--- config.mk ---
export PLATFORM = sky130hd
export DESIGN_NAME = alu_regfile_unit
export DESIGN_NICKNAME = d
export VERILOG_FILES = /design/src/rtl/alu_pkg.sv /design/src/rtl/alu_core.sv /design/src/rtl/alu_regfile_unit.sv
export SDC_FILE = /design/constraint.sdc
export NUM_CORES = 2
export LEC_CHECK = 0
export BUFFER_PORTS_ARGS = -buffer_cell sky130_fd_sc_hd__buf_2
export CAP_MARGIN = 20
export CORE_MARGIN = 1.5
export CORE_UTILIZATION = 47
export DETAILED_ROUTE_END_ITERATION = 8
export PLACE_DENSITY = 0.69
export SKIP_CTS_REPAIR_TIMING = 1
export SLEW_MARGIN = 20
export SYNTH_ARGS = -nofsm -noshare
export SYNTH_HDL_FRONTEND = slang
export SYNTH_SLANG_ARGS = --single-unit
--- constraint.sdc ---
create_clock -name clk -period 50 [get_ports clk]
set_input_delay 12.5 -clock clk [delete_from_list [all_inputs] [get_ports clk]]
set_output_delay 12.5 -clock clk [all_outputs]
set_load 0.005 [all_outputs]
--- src/rtl/alu_pkg.sv ---
// alu_pkg
//   Shared ALU definitions for the RV32I datapath. Holds the alu_op encodings
//   used by both the control unit (which produces alu_op) and the execute
//   stage (which decodes it), so the two can never drift apart.
//   Ports: none (package only).
package alu_pkg;

  localparam int unsigned DATAWIDTH = 32;
  localparam int unsigned OPWIDTH   = 4;
  localparam int unsigned SHAMTW    = 5;

  localparam logic [OPWIDTH-1:0] ALU_AND  = 4'b0000;
  localparam logic [OPWIDTH-1:0] ALU_OR   = 4'b0001;
  localparam logic [OPWIDTH-1:0] ALU_ADD  = 4'b0010;
  localparam logic [OPWIDTH-1:0] ALU_SUB  = 4'b0110;
  localparam logic [OPWIDTH-1:0] ALU_SLT  = 4'b0100;
  localparam logic [OPWIDTH-1:0] ALU_SLTU = 4'b0101;
  localparam logic [OPWIDTH-1:0] ALU_XOR  = 4'b1101;
  localparam logic [OPWIDTH-1:0] ALU_SRL  = 4'b1000;
  localparam logic [OPWIDTH-1:0] ALU_SLL  = 4'b1001;
  localparam logic [OPWIDTH-1:0] ALU_SRA  = 4'b1010;

endpackage : alu_pkg

--- src/rtl/alu_core.sv ---
// alu_core
//   Purely combinational ALU for the execute stage.
//   Ports:
//     op1    in   DATAWIDTH  first operand (rs1 contents)
//     op2    in   DATAWIDTH  second operand (rs2 or immediate)
//     alu_op in   4          operation select, see alu_pkg
//     result out  DATAWIDTH  operation result, 0 for unknown codes
//     zero   out  1          high when result is all zeros
module alu_core
  import alu_pkg::*;
#(
  parameter int unsigned DATAWIDTH = alu_pkg::DATAWIDTH
) (
  input  logic [DATAWIDTH-1:0] op1,
  input  logic [DATAWIDTH-1:0] op2,
  input  logic [OPWIDTH-1:0]   alu_op,
  output logic [DATAWIDTH-1:0] result,
  output logic                 zero
);

  // Only the low five bits of op2 form the shift amount, matching RV32I.
  logic [SHAMTW-1:0] shamt;
  logic              sltFlag;
  logic              sltuFlag;

  assign shamt    = op2[SHAMTW-1:0];
  assign sltFlag  = ($signed(op1) < $signed(op2));
  assign sltuFlag = (op1 < op2);

  // Operation decode. Unknown codes fall through to zero so the branch
  // logic sees zero=1 rather than garbage.
  always_comb begin
    result = '0;
    unique case (alu_op)
      ALU_AND:  result = op1 & op2;
      ALU_OR:   result = op1 | op2;
      ALU_ADD:  result = op1 + op2;
      ALU_SUB:  result = op1 - op2;
      ALU_SLT:  result = {{(DATAWIDTH-1){1'b0}}, sltFlag};
      ALU_SLTU: result = {{(DATAWIDTH-1){1'b0}}, sltuFlag};
      ALU_XOR:  result = op1 ^ op2;
      ALU_SRL:  result = op1 >> shamt;
      ALU_SLL:  result = op1 << shamt;
      ALU_SRA:  result = $unsigned($signed(op1) >>> shamt);
      default:  result = '0;
    endcase
  end

  assign zero = (result == {DATAWIDTH{1'b0}});

endmodule : alu_core

--- src/rtl/alu_regfile_unit.sv ---
// alu_regfile_unit
//   Execute core of the single-cycle RV32I datapath: 32-entry register file
//   with write-first bypass, op2 select mux, and the ALU.
//   Ports:
//     clk        in   1          rising-edge clock
//     rst        in   1          asynchronous active-high reset, clears regs
//     readReg1   in   5          rs1 address
//     readReg2   in   5          rs2 address
//     writeReg   in   5          rd address
//     writeData  in   DATAWIDTH  rd write data
//     write      in   1          register write enable
//     ALUSrc     in   1          1 selects imm as op2, 0 selects readData2
//     imm        in   DATAWIDTH  sign-extended immediate
//     alu_op     in   4          ALU operation code
//     readData1  out  DATAWIDTH  rs1 contents (bypassed)
//     readData2  out  DATAWIDTH  rs2 contents (bypassed)
//     result     out  DATAWIDTH  ALU result / data address
//     zero       out  1          result == 0
module alu_regfile_unit
  import alu_pkg::*;
#(
  parameter int unsigned DATAWIDTH = alu_pkg::DATAWIDTH
) (
  input  logic                 clk,
  input  logic                 rst,
  input  logic [4:0]           readReg1,
  input  logic [4:0]           readReg2,
  input  logic [4:0]           writeReg,
  input  logic [DATAWIDTH-1:0] writeData,
  input  logic                 write,
  input  logic                 ALUSrc,
  input  logic [DATAWIDTH-1:0] imm,
  input  logic [OPWIDTH-1:0]   alu_op,
  output logic [DATAWIDTH-1:0] readData1,
  output logic [DATAWIDTH-1:0] readData2,
  output logic [DATAWIDTH-1:0] result,
  output logic                 zero
);

  logic [DATAWIDTH-1:0] regs_q [32];
  logic                 wrEn_d;
  logic [DATAWIDTH-1:0] op2;

  // x0 is never written, so its flop stays at the reset value of zero.
  assign wrEn_d = write && (writeReg != 5'd0);

  // Register array. Reset is asynchronous and wins over any write.
  always_ff @(posedge clk or posedge rst) begin
    if (rst) begin
      for (int i = 0; i < 32; i++) begin
        regs_q[i] <= '0;
      end
    end else if (wrEn_d) begin
      regs_q[writeReg] <= writeData;
    end
  end

  // Read ports. A write to the same register in this cycle is forwarded
  // (write-first) so a consumer in the same cycle sees the new value;
  // x0 reads are forced to zero independently of the array.
  always_comb begin
    readData1 = regs_q[readReg1];
    if (readReg1 == 5'd0) begin
      readData1 = '0;
    end else if (wrEn_d && (writeReg == readReg1)) begin
      readData1 = writeData;
    end
  end

  always_comb begin
    readData2 = regs_q[readReg2];
    if (readReg2 == 5'd0) begin
      readData2 = '0;
    end else if (wrEn_d && (writeReg == readReg2)) begin
      readData2 = writeData;
    end
  end

  assign op2 = ALUSrc ? imm : readData2;

  alu_core #(
    .DATAWIDTH(DATAWIDTH)
  ) u_alu_core (
    .op1   (readData1),
    .op2   (op2),
    .alu_op(alu_op),
    .result(result),
    .zero  (zero)
  );

endmodule : alu_regfile_unit

# Yosys cells after proc, flatten, opt, wreduce, memory -nomap -nowiden
# Cells that the tools add are included.
dict set report word_totals {
  reg_bits 1024
  input_bits 87
}
dict set report op_classes {
  n_addsub 2
  magnitude_cmp 6
  n_eq_ne 11
  shift 3
  muxes 15
  n_bitwise 6
  n_reduce_logical 9
}
# operator n
set op_table {}
lappend op_table {{1024-bit bitwise mux} 1}
lappend op_table {{32-bit binary-select mux with 5-bit select} 2}
lappend op_table {{32-bit 2-to-1 mux} 10}
lappend op_table {{32-bit case mux with 10 select lines} 1}
lappend op_table {{32-bit demux with 5-bit select} 1}
lappend op_table {{32-bit < comparator} 2}
lappend op_table {{32-bit adder} 1}
lappend op_table {{32-bit AND} 1}
lappend op_table {{32-bit logical NOT} 1}
lappend op_table {{32-bit OR} 1}
lappend op_table {{32-bit by 5-bit << shifter with 32-bit output} 1}
lappend op_table {{32-bit by 5-bit >> shifter with 32-bit output} 1}
lappend op_table {{32-bit by 5-bit >>> shifter with 32-bit output} 1}
lappend op_table {{32-bit subtractor} 1}
lappend op_table {{32-bit XOR} 1}
lappend op_table {{6-bit >= comparator (second input constant)} 3}
lappend op_table {{5-bit inverter with 6-bit output} 3}
lappend op_table {{4-bit == test (second input constant)} 4}
lappend op_table {{4-bit by 3-bit == test with 1-bit output (second input constant)} 3}
lappend op_table {{5-bit == test} 2}
lappend op_table {{5-bit logical NOT} 2}
lappend op_table {{6-bit by 1-bit < comparator with 1-bit output (second input constant)} 1}
lappend op_table {{5-bit nonzero test} 1}
lappend op_table {{4-bit by 1-bit == test with 1-bit output (second input constant)} 1}
lappend op_table {{other kinds (3)} 6}

# Depth between registers and ports, before layout
dict set report logic_depth {
  ltp_word 10
  ltp_mapped 32
}

# Modules after synthesis
# A second synthesis with hierarchy kept.
dict set report unflattened {
  hier_cells 5020
  hier_area_um2 64943.5
}
# mod n_inst cells_each area_per_inst_um2 seq_area_each_um2
set modules_own_cells {}
lappend modules_own_cells {alu_regfile_unit 1 3652 55677.1 25624.6}
lappend modules_own_cells {alu_core 1 1368 9266.4 0.0}

# Worst setup path after synthesis
# No wires, ideal clock.
dict set report synth_path {
  path_type {input-to-output}
  from {input readReg2[2]}
  to {output zero}
  arrival_time_ns 20.385
  setup_slack_ns 17.115
  cell_stages 30
  cell_sequence {buf_4 buf_2 buf_2 buf_1 buf_1 clkbuf_1 buf_1 clkbuf_1 a211oi_1 a211oi_1 a21oi_1 a211oi_1 mux2i_1 ha_1 clkbuf_1 nor2_1 a221o_1 o21a_1 a221oi_1 o211ai_1 a31o_2 a21oi_1 o21ai_0 a21oi_1 a21oi_1 or4b_1 or4bb_1 or4_1 or4_1 nor4_2}
}
dict set report synth_between {
  elab_chain_cells 10
  word_cells_on_any_way 22
}
# item line_no
set synth_lines {}
lappend synth_lines {{start, declared} alu_regfile_unit.sv:27} ;# input logic [4:0] readReg2,
lappend synth_lines {{5-bit inverter with 6-bit output (not written as such)} alu_regfile_unit.sv:71} ;# readData2 = regs_q[readReg2];
lappend synth_lines {{32-bit binary-select mux with 5-bit select} alu_regfile_unit.sv:71}
lappend synth_lines {{32-bit 2-to-1 mux (not written as such) (2 in series)} alu_regfile_unit.sv:71}
lappend synth_lines {{32-bit 2-to-1 mux} alu_regfile_unit.sv:74} ;# end else if (wrEn_d && (writeReg == readReg2)) begin
lappend synth_lines {{32-bit 2-to-1 mux *} alu_regfile_unit.sv:72} ;# if (readReg2 == 5'd0) begin
lappend synth_lines {{via readData2[5]} alu_regfile_unit.sv:35} ;# output logic [DATAWIDTH-1:0] readData2,
lappend synth_lines {{32-bit 2-to-1 mux *} alu_regfile_unit.sv:79} ;# assign op2 = ALUSrc ? imm : readData2;
lappend synth_lines {{32-bit subtractor / 32-bit adder (equally long branches)} {alu_core.sv:38, alu_core.sv:37}}
lappend synth_lines {{32-bit case mux with 10 select lines *} alu_core.sv:34} ;# unique case (alu_op)
lappend synth_lines {{via result[19]} alu_regfile_unit.sv:36} ;# output logic [DATAWIDTH-1:0] result,
lappend synth_lines {{32-bit logical NOT *} alu_core.sv:49} ;# assign zero = (result == {DATAWIDTH{1'b0}});
lappend synth_lines {{end, declared} alu_regfile_unit.sv:37} ;# output logic zero
# The timed path passes the listed nets; every way through them passes the cells marked *. The select of a mux whose other input is x is not followed.

# Worst setup path after layout
dict set report layout_path {
  from {input readReg2[1]}
  to {output zero}
}
dict set report layout_between {
  elab_chain_cells 10
  word_cells_on_any_way 22
}
# item line_no
set layout_lines {}
lappend layout_lines {{5-bit inverter with 6-bit output (not written as such)} alu_regfile_unit.sv:71}
lappend layout_lines {{32-bit binary-select mux with 5-bit select} alu_regfile_unit.sv:71}
lappend layout_lines {{32-bit 2-to-1 mux (not written as such) (2 in series)} alu_regfile_unit.sv:71}
lappend layout_lines {{32-bit 2-to-1 mux} alu_regfile_unit.sv:74}
lappend layout_lines {{32-bit 2-to-1 mux *} alu_regfile_unit.sv:72}
lappend layout_lines {{32-bit 2-to-1 mux *} alu_regfile_unit.sv:79}
lappend layout_lines {{32-bit subtractor, or another cell as far along} alu_core.sv:38} ;# ALU_SUB: result = op1 - op2;
lappend layout_lines {{32-bit case mux with 10 select lines *} alu_core.sv:34}
lappend layout_lines {{32-bit logical NOT *} alu_core.sv:49}
# Mark *: on every way between the ends. The rest lies on a longest branch, timed or not. The select of a mux whose other input is x is not followed.

==> results list <==
- Startpoint of the most critical register-to-register path: regs_q[438]
- Largest area contributor in the synthesized netlist: sky130_fd_sc_hd__dfrtp_1
- TritonCTS built the clock tree.
- 184 I/O pins were placed.
* Period minus WS final: 34820 ps
* Sequential Area: 25600 um2
- The register with the most flip-flops in the layout has 1024 of them.
- In the routed layout, each cell is associated on average with a via count of 7.19.
* Maximum number of pins on one net before global-route repair: 169
- The synthesized netlist occupies a cell area of 65000 um2.
- Clock latency reported for the late side of the worst-skew pair: 710 ps
* Largest register by flop count: regs_q
- The share of synthesized area in the top cell type comes to 0.394.
- Of the total power, registers draw 0.397.
* Overflow left after global routing: 0
- Commonest cells after routing, fill and taps aside: sky130_fd_sc_hd__dfrtp_1 (1024), sky130_fd_sc_hd__mux2_2 (990), sky130_fd_sc_hd__mux4_2 (460)
* Required time of the critical path: 37500 ps
- The analysis attributes to net switching a power of 0.936 mW.
* Number of pins exceeding their max-slew limit in the final report: 0
- Flops & latches, synth: 1024
- Start-to-end type of the worst setup path: input port to output pin
- Die Span Y: 375 um
- Syn_nets: 5486
* Total track usage: 0.351
* Count of unresolved DRC violations after routing: 0
- Number of warning messages in the yosys log: 0
* Async set-or-reset flop fraction in the synthesized netlist: 1.00
- Total Neg Setup Slack: 0 ps
* Wire length of the first global-routing pass: 361000 um
- For this run, the number of standard cells in the final layout without fillers is 7086.
- STA puts the critical path data arrival time at 22320 ps.
- Power spread over the standard cell area amounts to 39.2 nW/um2.
* First-iteration detailed-routing DRC count: 6764
- Post-DR wirelength/cell: 35.3 um
- Static timing analysis puts the maximum clock frequency at 28.7 MHz.
- Dividing the final minimum period by the clock period gives 0.696.
- In the final layout, the share of cells above drive strength 1 is 0.392.
- The worst register-to-register path has a depth of 1.
- Crit end category: output pin
- VDD sags by at most 29.4 uV.
- Detailed Routing Iterations Pass 1: 6
* Post-synthesis sequential area ratio: 0.394
- The root buffer cell chosen for the clock tree is sky130_fd_sc_hd__clkbuf_16.
- Horizontal extent of the die: 375 um
- Fill cells in the final layout number 11500.
- Fraction of power consumed by the clock network: 0.295
- Leakage: 30.6 nW
* Synthesized instance count: 5299
- The routed layout has 51000 vias.
* Worst-case clock skew: 0 ps
* Average footprint of a synthesized cell: 12.3 um2
* Number of synthesized flops with an enable pin: 0
- Multi-input gate area: 36800 um2
- Initial cell density of the core: 0.473
- Endpoint of the most critical register-to-register path: regs_q[438]
* # nets final: 5380
- Measured against its own limit, the worst slew margin works out to 0.0837.
* Placed Cells: 6883
- Counting instances, the worst hold path has a depth of 0.
- Number of distinct standard cells referenced by the synthesized netlist: 100
- Most frequent standard cell in the layout excluding fill and tap cells: sky130_fd_sc_hd__dfrtp_1
- The path class of the tightest hold or removal check is flip-flop to flip-flop.
- Cell internal power was estimated by the tool at 1.85 mW.
- Setup repair after global routing left no endpoint under its margin.
* Most frequently used flop master after synthesis: sky130_fd_sc_hd__dfrtp_1
* Max-capacitance violation count: 0
- For this block, the routed nets add up to 250000 um of wire.
- Crit path launch: readReg2[1]
- Detailed placement finished with a half-perimeter wire length of 165000 um.
- After clock tree synthesis, the clock-pin slew on the worst setup and hold paths is 60 ps.
* Worst slew pin tran: 1370 ps
* Register-to-register path setup slack: 49190 ps
- Following the worst setup path forward leads to its endpoint at zero.
- Deepest clock path buffer count: 3
* Status: finished, final reports clean
* Number of global-route vias before repair: 50300
* Count of final hold-check violations: 0
* Number of buffers added on ports: 183
- In this run, CTS created clock tree buffers numbering 102.
- In the final layout, the registers with the most flip-flops are regs_q x1024.
* Final setup violation count: 0
- Number of antenna violations at the first check in global routing: 24
- The H-tree was split into 3 levels.
- Core Footprint: 137000 um2
- Final hold analysis gives a worst-case slack of 384 ps.
* Area enclosed by the die boundary: 140000 um2
- In this run the worst path has a maximum fanout of 52.
- From synthesis to final layout, the design area changed by 9.10%.
- In this run the remaining antenna-violating nets after routing total 0.
- Switch share: 0.337
* Power share of the combinational group: 0.308
- In this run the core area contains 136 standard-cell rows.
- Sorting the synthesized cells by area gives the leading types as sky130_fd_sc_hd__dfrtp_1 (39%), sky130_fd_sc_hd__mux2_2 (17%), sky130_fd_sc_hd__mux4_2 (16%).
- Number of sinks on the clock net: 1024
- Routability congestion estimate from global placement: 1.06
* Startpoint class of the critical path: input port
* Final Core Density: 0.516
[Yosys cell counts, drive strengths merged, types with 102 or more instances]
library cell and instances:
a22oi 122, o21ai 180, inv 102, dfrtp 1024, mux2i 270, mux4 462, buf 163, nor2 213
clkbuf 392, mux2 991, nand2 220, a21oi 148
[kinds of logic (layout without fill, tap and decap cells)]
kind of cell             count (synthesis)  in the layout  synth area share
multiplexers                          1723           1723             0.374
adder cells (fa/ha/maj)                100            100            0.0195
buffers and inverters                  657            640            0.0437
flip-flops                            1024           1024             0.394
other                                    0             10                 0
XOR/XNOR                                13             13           0.00175
AND/OR/NAND/NOR                        767            767            0.0564
AO/OA/AOI/OAI                         1015           1015             0.111
[stage by stage]
stage | cell area [um2] | worst slack (ps) | total power, mW
after CTS | 70800 | 15440 | 2.76
final | 70900 | 15180 | 2.78
after global placement | 67300 | 15520 | 1.92
after floorplan | 65000 | 8680 | 1.66
after detailed placement | 67300 | 15440 | 1.94
after global routing | 70900 | 14920 | 2.88
[layout make-up]
cell class / instances / share of cell area
multi-input combinational: 3618 / 0.519
sequential: 1024 / 0.362
antenna: 10 / 0.000353
inverter: 102 / 0.00558
clock inverter: 45 / 0.00828
clock buffer: 148 / 0.0421
tap: 1794 / 0.0317
timing repair buffer: 345 / 0.0317
[worst min path at each step]
stage | start | slack (ps) | to
2_1_floorplan | regs_q[1000] | 420 | regs_q[1000]
3_3_place_gp | regs_q[998] | 360 | regs_q[998]
3_5_place_dp | regs_q[998] | 370 | regs_q[998]
4_1_cts | regs_q[998] | 380 | regs_q[998]
5_1_grt | regs_q[998] | 390 | regs_q[998]
6_report | regs_q[998] | 380 | regs_q[998]
[layer usage]
layer  global-route usage  part of all wire  vias to the layer above
met5                    0           0.00044                        -
met2                0.536              0.45                     3381
met1                0.443              0.37                    26500
li1                     -                 -                    20200
met3               0.0914              0.11                      876
met4                0.225             0.072                       16
[power by group through the flow]
stage / clock [mW] / combinational [mW] / sequential (mW)
final: 0.821 / 0.856 / 1.10
after CTS: 0.826 / 0.834 / 1.10
after floorplan: 0 / 0.584 / 1.07
after detailed placement: 0 / 0.830 / 1.11
after global placement: 0 / 0.818 / 1.10
after global routing: 0.860 / 0.898 / 1.12
[critical path, cell delays in order]
cell                       delay [ps]
sky130_fd_sc_hd__buf_8            370
sky130_fd_sc_hd__buf_4            710
sky130_fd_sc_hd__buf_4            690
sky130_fd_sc_hd__mux4_2           320
sky130_fd_sc_hd__nor2b_1          140
sky130_fd_sc_hd__a211oi_1          70
sky130_fd_sc_hd__a211oi_1         470
sky130_fd_sc_hd__a21oi_1           80
sky130_fd_sc_hd__a211oi_1        1130
sky130_fd_sc_hd__mux2i_1          380
sky130_fd_sc_hd__ha_1             600
sky130_fd_sc_hd__nor2_1            90
sky130_fd_sc_hd__a221o_1          330
sky130_fd_sc_hd__o21a_1           140
sky130_fd_sc_hd__a221oi_1         690
sky130_fd_sc_hd__o211ai_1         320
sky130_fd_sc_hd__a31o_2           300
sky130_fd_sc_hd__a21oi_1          200
sky130_fd_sc_hd__o21ai_0          110
sky130_fd_sc_hd__a21oi_1          140
sky130_fd_sc_hd__a21oi_1          110
sky130_fd_sc_hd__or4b_1           560
sky130_fd_sc_hd__or4bb_1          470
sky130_fd_sc_hd__or4_1            390
sky130_fd_sc_hd__or4_1            490
sky130_fd_sc_hd__nor4_2           230
sky130_fd_sc_hd__buf_2            150
(Power assumes the default switching activity.)
